File: src/rtl/mult_div_unit_pkg.sv
// Shared definitions for the iterative signed multiply/divide unit.
// Build option: define MULT_DIV_DIVZERO_EXC_EN for the divide-by-zero short-circuit and div_zero flag.
package mult_div_unit_pkg;

   localparam int unsigned MDU_WIDTH = 32;
   localparam int unsigned MDU_CNT_W = 6;

   typedef enum logic [2:0] {
      S_IDLE = 3'd0,
      S_MULT = 3'd1,
      S_DIV  = 3'd2,
      S_FIX  = 3'd3,
      S_DONE = 3'd4
   } mdu_state_e;

endpackage

File: src/rtl/mult_div_step.sv
// One iteration of the multiply/divide datapath: a radix-2 Booth step or a
// restoring-division step on magnitudes, chosen by i_mode_div.
module mult_div_step
   import mult_div_unit_pkg::*;
#(
   parameter int unsigned WIDTH = MDU_WIDTH
) (
   input  logic               i_mode_div,
   input  logic [2*WIDTH:0]   i_acc,
   input  logic [WIDTH-1:0]   i_opnd,
   output logic [2*WIDTH:0]   o_acc
);

   logic [WIDTH:0]   w_hi_ext;
   logic [WIDTH:0]   w_op_ext;
   logic [WIDTH:0]   w_sum;
   logic [WIDTH:0]   w_shift;
   logic [WIDTH-1:0] w_diff;
   logic             w_ge;

   // One extra sign bit keeps the Booth partial sum exact for the most negative multiplicand.
   assign w_hi_ext = {i_acc[2*WIDTH], i_acc[2*WIDTH:WIDTH+1]};
   assign w_op_ext = {i_opnd[WIDTH-1], i_opnd};

   always_comb begin
      w_sum = w_hi_ext;
      case (i_acc[1:0])
         2'b01:   w_sum = w_hi_ext + w_op_ext;
         2'b10:   w_sum = w_hi_ext - w_op_ext;
         default: w_sum = w_hi_ext;
      endcase
   end

   assign w_shift = {i_acc[2*WIDTH-1:WIDTH], i_acc[WIDTH-1]};
   assign w_ge    = (w_shift >= {1'b0, i_opnd});
   assign w_diff  = w_shift[WIDTH-1:0] - i_opnd;

   always_comb begin
      if (i_mode_div) begin
         o_acc = {1'b0, (w_ge ? w_diff : w_shift[WIDTH-1:0]), i_acc[WIDTH-2:0], w_ge};
      end else begin
         o_acc = {w_sum, i_acc[WIDTH:1]};
      end
   end

endmodule

File: src/rtl/mult_div_unit.sv
// Multicycle signed multiply/divide unit for the MIPS HI/LO registers.
// Build option: MULT_DIV_DIVZERO_EXC_EN enables the one-cycle divide-by-zero path and div_zero.
module mult_div_unit
   import mult_div_unit_pkg::*;
#(
   parameter int unsigned WIDTH = MDU_WIDTH,
   parameter int unsigned CNT_W = MDU_CNT_W
) (
   input  logic             clk,
   input  logic             reset,
   input  logic             start_mult,
   input  logic             start_div,
   input  logic [WIDTH-1:0] a,
   input  logic [WIDTH-1:0] b,
   output logic [WIDTH-1:0] hi,
   output logic [WIDTH-1:0] lo,
   output logic             busy,
   output logic             done,
   output logic             div_zero
);

   localparam int unsigned AW = 2*WIDTH+1;

   mdu_state_e       r_state, w_next;
   logic [CNT_W-1:0] r_cnt;
   logic [AW-1:0]    r_acc;
   logic [AW-1:0]    w_step;
   logic [WIDTH-1:0] r_opnd, r_hi, r_lo;
   logic [WIDTH-1:0] w_abs_a, w_abs_b, w_quo, w_rem;
   logic             r_neg_q, r_neg_r, r_bzero;
   logic             w_last, w_go_mult, w_go_div, w_mode_div;

   assign w_go_mult  = (r_state == S_IDLE) && start_mult;
   assign w_go_div   = (r_state == S_IDLE) && !start_mult && start_div;
   assign w_last     = (r_cnt == CNT_W'(WIDTH-1));
   assign w_mode_div = (r_state == S_DIV);
   assign w_abs_a    = a[WIDTH-1] ? ('0 - a) : a;
   assign w_abs_b    = b[WIDTH-1] ? ('0 - b) : b;
   assign w_quo      = r_acc[WIDTH-1:0];
   assign w_rem      = r_acc[2*WIDTH-1:WIDTH];
   assign hi         = r_hi;
   assign lo         = r_lo;

   mult_div_step #(.WIDTH(WIDTH)) u_step (
      .i_mode_div (w_mode_div),
      .i_acc      (r_acc),
      .i_opnd     (r_opnd),
      .o_acc      (w_step)
   );

   always_ff @(posedge clk or posedge reset) begin
      if (reset) r_state <= S_IDLE;
      else       r_state <= w_next;
   end

   always_comb begin
      w_next   = r_state;
      busy     = (r_state != S_IDLE);
      done     = (r_state == S_DONE);
      div_zero = 1'b0;
`ifdef MULT_DIV_DIVZERO_EXC_EN
      div_zero = (r_state == S_DONE) && r_bzero;
`endif
      case (r_state)
         S_IDLE: begin
            if (start_mult) begin
               w_next = S_MULT;
            end else if (start_div) begin
               w_next = S_DIV;
`ifdef MULT_DIV_DIVZERO_EXC_EN
               if (b == '0) w_next = S_DONE;
`endif
            end
         end
         S_MULT:  if (w_last) w_next = S_DONE;
         S_DIV:   if (w_last) w_next = S_FIX;
         S_FIX:   w_next = S_DONE;
         S_DONE:  w_next = S_IDLE;
         default: w_next = S_IDLE;
      endcase
   end

   always_ff @(posedge clk or posedge reset) begin
      if (reset) begin
         r_cnt   <= '0;
         r_acc   <= '0;
         r_opnd  <= '0;
         r_hi    <= '0;
         r_lo    <= '0;
         r_neg_q <= 1'b0;
         r_neg_r <= 1'b0;
         r_bzero <= 1'b0;
      end else begin
         case (r_state)
            S_IDLE: begin
               if (w_go_mult) begin
                  r_cnt   <= '0;
                  r_acc   <= {{WIDTH{1'b0}}, b, 1'b0};
                  r_opnd  <= a;
                  r_bzero <= 1'b0;
               end else if (w_go_div) begin
                  r_cnt   <= '0;
                  r_acc   <= {1'b0, {WIDTH{1'b0}}, w_abs_a};
                  r_opnd  <= w_abs_b;
                  r_neg_q <= a[WIDTH-1] ^ b[WIDTH-1];
                  r_neg_r <= a[WIDTH-1];
                  r_bzero <= (b == '0);
               end
            end
            S_MULT, S_DIV: begin
               r_acc <= w_step;
               r_cnt <= r_cnt + CNT_W'(1);
               if ((r_state == S_MULT) && w_last) begin
                  r_hi <= w_step[2*WIDTH:WIDTH+1];
                  r_lo <= w_step[WIDTH:1];
               end
            end
            S_FIX: begin
               // A zero divisor leaves the all-ones quotient unsigned so lo reads 0xFFFF...
               r_lo <= (r_neg_q && !r_bzero) ? ('0 - w_quo) : w_quo;
               r_hi <= r_neg_r ? ('0 - w_rem) : w_rem;
            end
            default: ;
         endcase
      end
   end

endmodule

File: config.mk
export PLATFORM = sky130hd
export DESIGN_NAME = mult_div_unit
export DESIGN_NICKNAME = d
export VERILOG_FILES = /design/src/rtl/mult_div_unit_pkg.sv /design/src/rtl/mult_div_step.sv /design/src/rtl/mult_div_unit.sv
export SDC_FILE = /design/constraint.sdc
export NUM_CORES = 1
export LEC_CHECK = 0
export CAP_MARGIN = 20
export CORE_MARGIN = 5
export CORE_UTILIZATION = 35
export DETAILED_ROUTE_END_ITERATION = 8
export PLACE_DENSITY_LB_ADDON = 0.08
export SLEW_MARGIN = 25
export SYNTH_ARGS = -nofsm -noshare
export SYNTH_HDL_FRONTEND = slang
export SYNTH_SLANG_ARGS = --single-unit
File: constraint.sdc
create_clock -name clk -period 6.8 [get_ports clk]
set_input_delay 1.36 -clock clk [delete_from_list [all_inputs] [get_ports clk]]
set_output_delay 1.36 -clock clk [all_outputs]
set_load 0.005 [all_outputs]
==> impl_metrics.toml, run 1 <==
[clock_tree]
cts_num_sinks = 173
cts.clk_slew.worst_paths_ps = 80
clkLatencyLatePin_ps = 470
tritoncts = "built"
cts_resized = 0
cts-root-buf = "clkbuf_16"
cts_max_path_buffers = 2
cts_setup_buffers = 0
htreeDepth = 4
hold_buffers = 0
numCtsBuffers = 17

[detailed_routing]
dr.first_iter.drc_count = 1572
wl_mm = 63.9
post_drt_wl_per_cell_um = 24.7
vias_per_cell = 5.99
drc = 0
firstDrtPassIters = 6
ant_nets = 0
vias = 15517

[critical_path]
end_kind = "register"
startpoint_type = "register"
critPathSlowestCell = "nor4_1"
arrival_ps = 5450
worstSetupPathType = "register to register"
critPathBufInv = 1
crit_chain = "inv_1 > ha_1 > and4_1 > nand2_1 > nor4_1 > a41oi_1 > xnor2_1 > ha_1 > a21oi_1 > o21ai_0 > or3_1 > o21ba_2 > a31oi_1 > o21ai_0 > xor2_1 > o311a_1"
critPathTopFamily = "simple AND/OR/NAND/NOR gates"
critPathMaxStageDelay_ps = 890
path_max_fanout = 7
cp.required_ps = 7160

[logic_synthesis]
synth_area_per_cell_um2 = 7.88
syn-num-nets = 2085
yosysSeqAreaShare_pct = 28.3
ys_async_sr_fraction_pct = 100
synth_seq_cells = 173
yosysWarnings = 0
netlist_area_mm2 = 0.0153
synth-edff-count = 0
ys.flop_type = "dfrtp_1"
synth_cell_types = 74
syn_inst = 1944

[die]
die_h_um = 219
core_region_area_mm2 = 0.0432
io_pins = 135
placementRows = 76
start_util_pct = 35.5
fp.dieW_um = 219
dieArea_mm2 = 0.0481

[cells_and_area]
mostFrequentLayoutCells = "197 x nand2_1, 195 x o21ai_0, 172 x dfrtp_1, 167 x a21oi_1, 132 x clkdlybuf4s50_1"
fill_cells = 4485
fin_nets = 2128
final_common_cell = "nand2_1"
area.growth.synth_to_final_pct = 15.9
layout-drive-gt1-share_pct = 5.05

[timing]
finalMaxSlewViolations = 0
rsz0062_at_grt = "false"
tightest_slew_ps = 1140
post-route-period-util_pct = 74.8
hold_viol = 0
skew_ps = 16.1
min_period_ps = 5090
max_freq_ghz = 0.197
setup_tns_ps = 0
maxSlewHeadroom_pct = 23.2
finalSetupViolCount = 0

[global_route]
grt_max_degree = 95
antenna_found_initial = 0
grt_pass1_vias = 14280
grt_first_pass_wirelength_mm = 94.8
grt-ovfl-total = 0
track_usage_pct = 26.0

[hold_path]
hold_class = "register to register"

[place]
gp_congestion = 0.932
port_buffers = 133
dp_hpwl_mm = 49.4

[outcome]
status = "complete, no violations"

[run]
drv_cap = 0
-- area by class of cell --
type / count / area (µm²) / area share [%]
tap: 585 / 732 / 4.12
antenna: 6 / 15.0 / 0.0846
timing repair buffer: 159 / 1530 / 8.64
clock buffer: 18 / 439 / 2.47
clock inverter: 14 / 150 / 0.846
sequential: 173 / 4330 / 24.4
multi-input combinational: 1570 / 10300 / 58.0
inverter: 66 / 255 / 1.44
-- path summary, 6_finish.rpt --
path / start / end / slack (ps) / depth (start not counted)
max: r_opnd[1]$_DFFE_PP0P_ / r_acc[63]$_DFFE_PP0P_ / 1710 / 16
min: lo[14]$_DFFE_PP0P_ / lo[14]$_DFFE_PP0P_ / 480 / 2
max reg2reg: r_opnd[1]$_DFFE_PP0P_ / r_acc[63]$_DFFE_PP0P_ / 1710 / 16
min reg2reg: lo[14]$_DFFE_PP0P_ / lo[14]$_DFFE_PP0P_ / 480 / 2
max in group asynchronous: reset / r_acc[42]$_DFFE_PP0P_ / 4510 / 3
min in group asynchronous: reset / lo[17]$_DFFE_PP0P_ / 1380 / 2
-- stage by stage --
stage | setup slack [ps] | hold WS, ps | utilization [%] | instances | instance area, µm²
floorplan | 752 | 451 | - | 1944 | 15300
global placement | 1790 | 462 | 39.7 | 2553 | 17200
detailed placement | 1750 | 469 | 39.7 | 2553 | 17100
CTS | 1740 | 485 | 41.1 | 2585 | 17700
global route | 1460 | 526 | 41.1 | 2585 | 17700
finish | 1710 | 476 | 41.1 | 2591 | 17800
-- worst register-to-register path, cell delays in order, from the launching register on --
cell	delay (ps)
dfrtp_1	380
inv_1	180
ha_1	220
and4_1	280
nand2_1	110
nor4_1	890
a41oi_1	240
xnor2_1	390
ha_1	390
a21oi_1	220
o21ai_0	150
or3_1	390
o21ba_2	240
a31oi_1	220
o21ai_0	170
xor2_1	190
o311a_1	340
-- registers in the layout, indices dropped and copies added, names as in the netlist --
signal	flops
r_acc	65
r_neg_q	1
lo	32
r_opnd	32
r_bzero	1
r_state	3
hi	32
r_cnt	6
r_neg_r	1
-- logic make-up after synthesis --
kind of cell | Yosys count | synth area share (%)
simple gates | 536 | 16.7
fa+ha+maj | 73 | 6.06
buf+inv | 201 | 5.02
mux | 35 | 2.31
compound gates | 723 | 30.1
other cells | 1 | 0.0245
flops | 173 | 28.3
xor+xnor | 202 | 11.5
-- cell usage after synthesis, types with 8 or more instances --
library cell,instances,area share [%]
a211oi_1,32,1.6
a21o_1,28,1.4
a21oi_1,169,5.5
a221oi_1,24,1.4
a22o_1,10,0.57
a22oi_1,18,0.88
a31oi_1,28,1.1
a32o_1,8,0.52
and3_1,18,0.73
buf_1,8,0.20
clkbuf_1,122,3.0
dfrtp_1,173,28
ha_1,71,5.8
inv_1,66,1.6
mux2i_1,32,2.1
nand2_1,198,4.9
nand2b_1,22,0.90
nand3_1,33,1.1
nand4_1,13,0.53
nor2_1,126,3.1
nor2b_1,8,0.33
nor3_1,27,0.88
nor4_1,12,0.49
o211ai_1,48,2.4
o21ai_0,195,6.4
o21bai_1,9,0.44
o221ai_1,16,0.91
o22ai_1,34,1.4
o31ai_1,31,1.5
o41ai_1,17,0.97
or2_2,12,0.49
or3_1,17,0.69
or4_1,23,1.1
xnor2_1,118,6.7
xor2_1,84,4.8
-- metal layers --
metal	wire [µm]	track usage (%)
met1	32300	41.8
met4	1410	6.87
met2	25200	34.7
met5	0	0
met3	4950	5.04
Power of run 1 is not shown: default switching activity piles up to over one toggle a cycle in this logic, so the estimate is an artifact.
==> run 2, diff against run 1 <==
clock period = 5.1 ns   (was 6.8 ns; I/O delays follow)
==> run 2 against run 1 <==
Effect of this change:
- fmax is 11% higher
- cell count increased by 0.54%
- via count grew 0.54%
- cell area rose by 1.2%
- global-route usage grew 1.1 points
- core utilization increased by 0.49 points
- critical path type unchanged
- critical endpoint is now r_acc[64]$_DFFE_PP0P_
- largest cell class unchanged
- highest routed layer unchanged
==> impl_metrics.toml, run 2 (synthesis results as in run 1) <==
[die]
placementRows = 76
fp.dieW_um = 219
die_h_um = 219
dieArea_mm2 = 0.0481
start_util_pct = 35.5
core_region_area_mm2 = 0.0432
io_pins = 135

[timing]
min_period_ps = 4600
skew_ps = 12.3
hold_viol = 0
setup_tns_ps = 0
finalSetupViolCount = 0
finalMaxSlewViolations = 0
rsz0062_at_grt = "false"
max_freq_ghz = 0.217
post-route-period-util_pct = 90.2
maxSlewHeadroom_pct = 30.5
tightest_slew_ps = 1040

[outcome]
status = "complete, no violations"

[run]
drv_cap = 0

[place]
gp_congestion = 0.936
port_buffers = 133
dp_hpwl_mm = 52.0

[global_route]
grt-ovfl-total = 0
grt_pass1_vias = 14421
track_usage_pct = 27.1
grt_max_degree = 74
antenna_found_initial = 0
grt_first_pass_wirelength_mm = 97.2

[detailed_routing]
post_drt_wl_per_cell_um = 25.4
vias_per_cell = 5.99
ant_nets = 0
dr.first_iter.drc_count = 1524
vias = 15601
drc = 0
firstDrtPassIters = 5
wl_mm = 66.1

[critical_path]
startpoint_type = "register"
worstSetupPathType = "register to register"
cp.required_ps = 5480
path_max_fanout = 6
end_kind = "register"
r2r_start = "r_opnd[1]$_DFFE_PP0P_"
reg2reg_to = "r_acc[64]$_DFFE_PP0P_"
arrival_ps = 4980
worst-r2r-setup-slack_ps = 500
r2r_cells = 18

[clock_tree]
htreeDepth = 4
cts_setup_buffers = 0
cts_num_sinks = 173
cts_resized = 0
numCtsBuffers = 17
cts-root-buf = "clkbuf_16"
tritoncts = "built"
cts.clk_slew.worst_paths_ps = 70
cts_max_path_buffers = 2
hold_buffers = 0
clkLatencyLatePin_ps = 500

[cells_and_area]
largest-register = "r_acc"
num_antenna_cells = 0
layout-drive-gt1-share_pct = 5.99
mostFrequentLayoutCells = "197 x nand2_1, 195 x o21ai_0, 172 x dfrtp_1, 167 x a21oi_1, 132 x clkdlybuf4s50_1"
final_common_cell = "nand2_1"
fin_nets = 2148
largest_reg_flops = 65
area.growth.synth_to_final_pct = 17.3

[hold_path]
hold_end = "lo[14]$_DFFE_PP0P_"
worstHoldStart = "lo[14]$_DFFE_PP0P_"
hold_class = "register to register"
hold_path_depth = 2
-- run 2: area by class of cell --
class                   instances  area (µm²)
clock buffers                  17         425
clock inverters                15         206
fillers                      4474       25200
inverters                      66         251
multi-input cells            1570       10300
flip-flops and latches        173        4330
well taps                     585         732
repair buffers                179        1720
-- run 2: worst max path at each step --
| stage | from | to | slack (ps) | cells after the start |
|---|---|---|---|---|
| 2_1_floorplan | r_acc[0]$_DFFE_PP0P_ | r_acc[57]$_DFFE_PP0P_ | 1100 | 17 |
| 3_3_place_gp | a[7] | r_acc[29]$_DFFE_PP0P_ | 410 | 11 |
| 3_5_place_dp | a[7] | r_acc[29]$_DFFE_PP0P_ | 430 | 11 |
| 4_1_cts | r_opnd[1]$_DFFE_PP0P_ | r_acc[57]$_DFFE_PP0P_ | 550 | 19 |
| 5_1_grt | r_opnd[1]$_DFFE_PP0P_ | hi[28]$_DFFE_PP0P_ | 190 | 19 |
| 6_report | r_opnd[1]$_DFFE_PP0P_ | r_acc[64]$_DFFE_PP0P_ | 500 | 18 |
-- run 2: critical path, stage by stage (launching register included) --
cell and delay (ps):
dfrtp_1 380, inv_1 210, ha_1 250, and4_1 300, nand2_1 130, nor4_1 200, nor2_1 80, xnor2_1 260
ha_1 250, a21o_1 140, a21oi_1 80, and3_1 200, a221oi_1 610, o21ai_0 280, o211ai_1 370, o31ai_1 120
xnor2_1 340, a21oi_1 120, o22a_1 180
-- run 2: metal layers --
layer  global-route usage, %  vias to the layer above  part of all wire [%]  wire, µm
li1                        -                     7292                     -         -
met5                       0                        -                     0         0
met4                    7.12                        0                   1.9      1260
met1                    42.9                     7686                    51     33600
met3                    6.24                       43                   7.9      5240
met2                    36.2                      580                    39     26100
-- run 2: per-stage QoR --
step           utilization, %  hold WS, ps  area [µm²]  worst slack, ps  std cells
2_1_floorplan               -          451       15300             1100       1944
3_3_place_gp             40.2          465       17300              409       2573
3_5_place_dp             40.2          470       17300              427       2573
4_1_cts                  41.6          485       18000              549       2605
5_1_grt                  41.6          517       18000              195       2605
6_report                 41.6          478       18000              501       2605
Power of run 2 is left out for the same reason.
==> run 3, diff against run 2 <==
ABC_CLOCK_PERIOD_IN_PS = 5810   (was not set)
clock period = 5.81 ns   (was 5.1 ns; I/O delays follow)
==> run 3 against run 2 <==
Effect of this change:
- count of clock-buffer cells in the layout is 3 higher
- via count fell by 0.18%
- sequential share of layout area up 0.19 points
- first-iteration DRC count grew 2.7%
- critical path depth is 3 lower
- fmax down 1.7%
- die area did not move
- core utilization is 0.33 points lower
- flip-flop and latch count did not move
- cell area fell by 0.80%
- setup slack gained 630 ps
- routed wire length fell by 1.6%
- highest routed layer unchanged
==> impl_metrics.toml, run 3 (synthesis results as in run 1) <==
[outcome]
status = "complete, no violations"

[clock_tree]
htreeDepth = 4
clkLatencyLatePin_ps = 480
cts_num_sinks = 173
cts_setup_buffers = 0
cts.clk_slew.worst_paths_ps = 80
hold_buffers = 0
cts_resized = 0
numCtsBuffers = 17
cts-root-buf = "clkbuf_16"
tritoncts = "built"
cts_max_path_buffers = 2

[detailed_routing]
firstDrtPassIters = 9
vias_per_cell = 6.00
wl_mm = 65.1
ant_nets = 0
post_drt_wl_per_cell_um = 25.1
vias = 15573
drc = 0
dr.first_iter.drc_count = 1565

[timing]
setup_tns_ps = 0
post-route-period-util_pct = 80.5
maxSlewHeadroom_pct = 34.8
hold_viol = 0
min_period_ps = 4680
max_freq_ghz = 0.214
rsz0062_at_grt = "false"
finalMaxSlewViolations = 0
skew_ps = 18.3
finalSetupViolCount = 0
tightest_slew_ps = 975

[global_route]
grt_first_pass_wirelength_mm = 96.2
track_usage_pct = 26.4
grt_max_degree = 89
grt-ovfl-total = 0
antenna_found_initial = 1
grt_pass1_vias = 14469

[critical_path]
startpoint_type = "register"
path_max_fanout = 15
r2r_start = "r_acc[0]$_DFFE_PP0P_"
worst-r2r-setup-slack_ps = 1130
arrival_ps = 5030
reg2reg_to = "hi[31]$_DFFE_PP0P_"
end_kind = "register"
r2r_cells = 15
cp.required_ps = 6170
worstSetupPathType = "register to register"

[cells_and_area]
instances_no_fill = 2594
layout-drive-gt1-share_pct = 5.28
fin_nets = 2137
final_common_cell = "nand2_1"
fill_cells = 4493
final_area_mm2 = 0.0178
mostFrequentLayoutCells = "197 x nand2_1, 195 x o21ai_0, 173 x dfrtp_1, 167 x a21oi_1, 132 x clkdlybuf4s50_1"
largest-register = "r_acc"
multiInputGateArea_mm2 = 0.0103
area.sequential_mm2 = 0.00433
final_util_pct = 41.3
largest_reg_flops = 65
area.growth.synth_to_final_pct = 16.3

[die]
fp.dieW_um = 219
start_util_pct = 35.5
dieArea_mm2 = 0.0481
die_h_um = 219
io_pins = 135
placementRows = 76
core_region_area_mm2 = 0.0432

[place]
port_buffers = 133
dpl_cell_area_mm2 = 0.0172
gp_congestion = 0.924
dp_cells = 2562
dp_hpwl_mm = 49.9

[hold_path]
hold_path_depth = 2
worstHoldStart = "lo[8]$_DFFE_PP0P_"
hold_class = "register to register"
hold_end = "lo[8]$_DFFE_PP0P_"

[run]
drv_cap = 0
-- run 3: cell count changes in the layout (fill, tap and decap cells not counted), sizes merged --
cell      delta
clkbuf       +3
bufinv       -1
clkinvlp     +2
diode        +1
buf         -11
clkinv       -3
inv          -2
-- run 3: metrics by stage --
stage	hold WS [ps]	worst slack, ps
global placement	462	975
floorplan	451	1750
global route	522	829
finish	476	1130
CTS	486	1170
detailed placement	470	971
-- run 3: worst max path at each step --
stage | from | to | slack, ps | cells after the start
3_3_place_gp | a[7] | r_acc[29]$_DFFE_PP0P_ | 970 | 11
5_1_grt | r_acc[0]$_DFFE_PP0P_ | hi[31]$_DFFE_PP0P_ | 830 | 15
3_5_place_dp | a[7] | r_acc[29]$_DFFE_PP0P_ | 970 | 11
6_report | r_acc[0]$_DFFE_PP0P_ | hi[31]$_DFFE_PP0P_ | 1130 | 15
2_1_floorplan | a[9] | r_acc[29]$_DFFE_PP0P_ | 1750 | 10
4_1_cts | r_acc[0]$_DFFE_PP0P_ | hi[31]$_DFFE_PP0P_ | 1170 | 15
-- run 3: worst max-delay path, stage by stage (launching register included) --
cell and delay [ps]:
dfrtp_1 430, inv_1 120, ha_1 200, buf_4 240, mux2_2 400, fa_1 430, nand2b_1 180, a21oi_1 300
o21ai_0 230, a221oi_1 600, o21ai_0 320, o211ai_1 350, o31ai_1 130, xnor2_1 320, a21oi_1 110, nand3b_1 170
-- run 3: metal layers --
layer	track usage (%)	wire, µm	vias up
met4	6.53	1290	0
met3	6.59	5870	44
met1	41.2	31700	7635
met2	35.9	26200	610
met5	0	0	-
li1	-	-	7284
-- run 3: cell type report --
cell class                 instances  share of cell area (%)
sequential                       173                    24.3
tap                              585                    4.11
clock inverter                    11                   0.751
timing repair buffer             168                    9.13
antenna                            1                  0.0140
inverter                          66                    1.41
multi-input combinational       1570                    57.8
clock buffer                      20                    2.51
Power of run 3 is left out for the same reason.
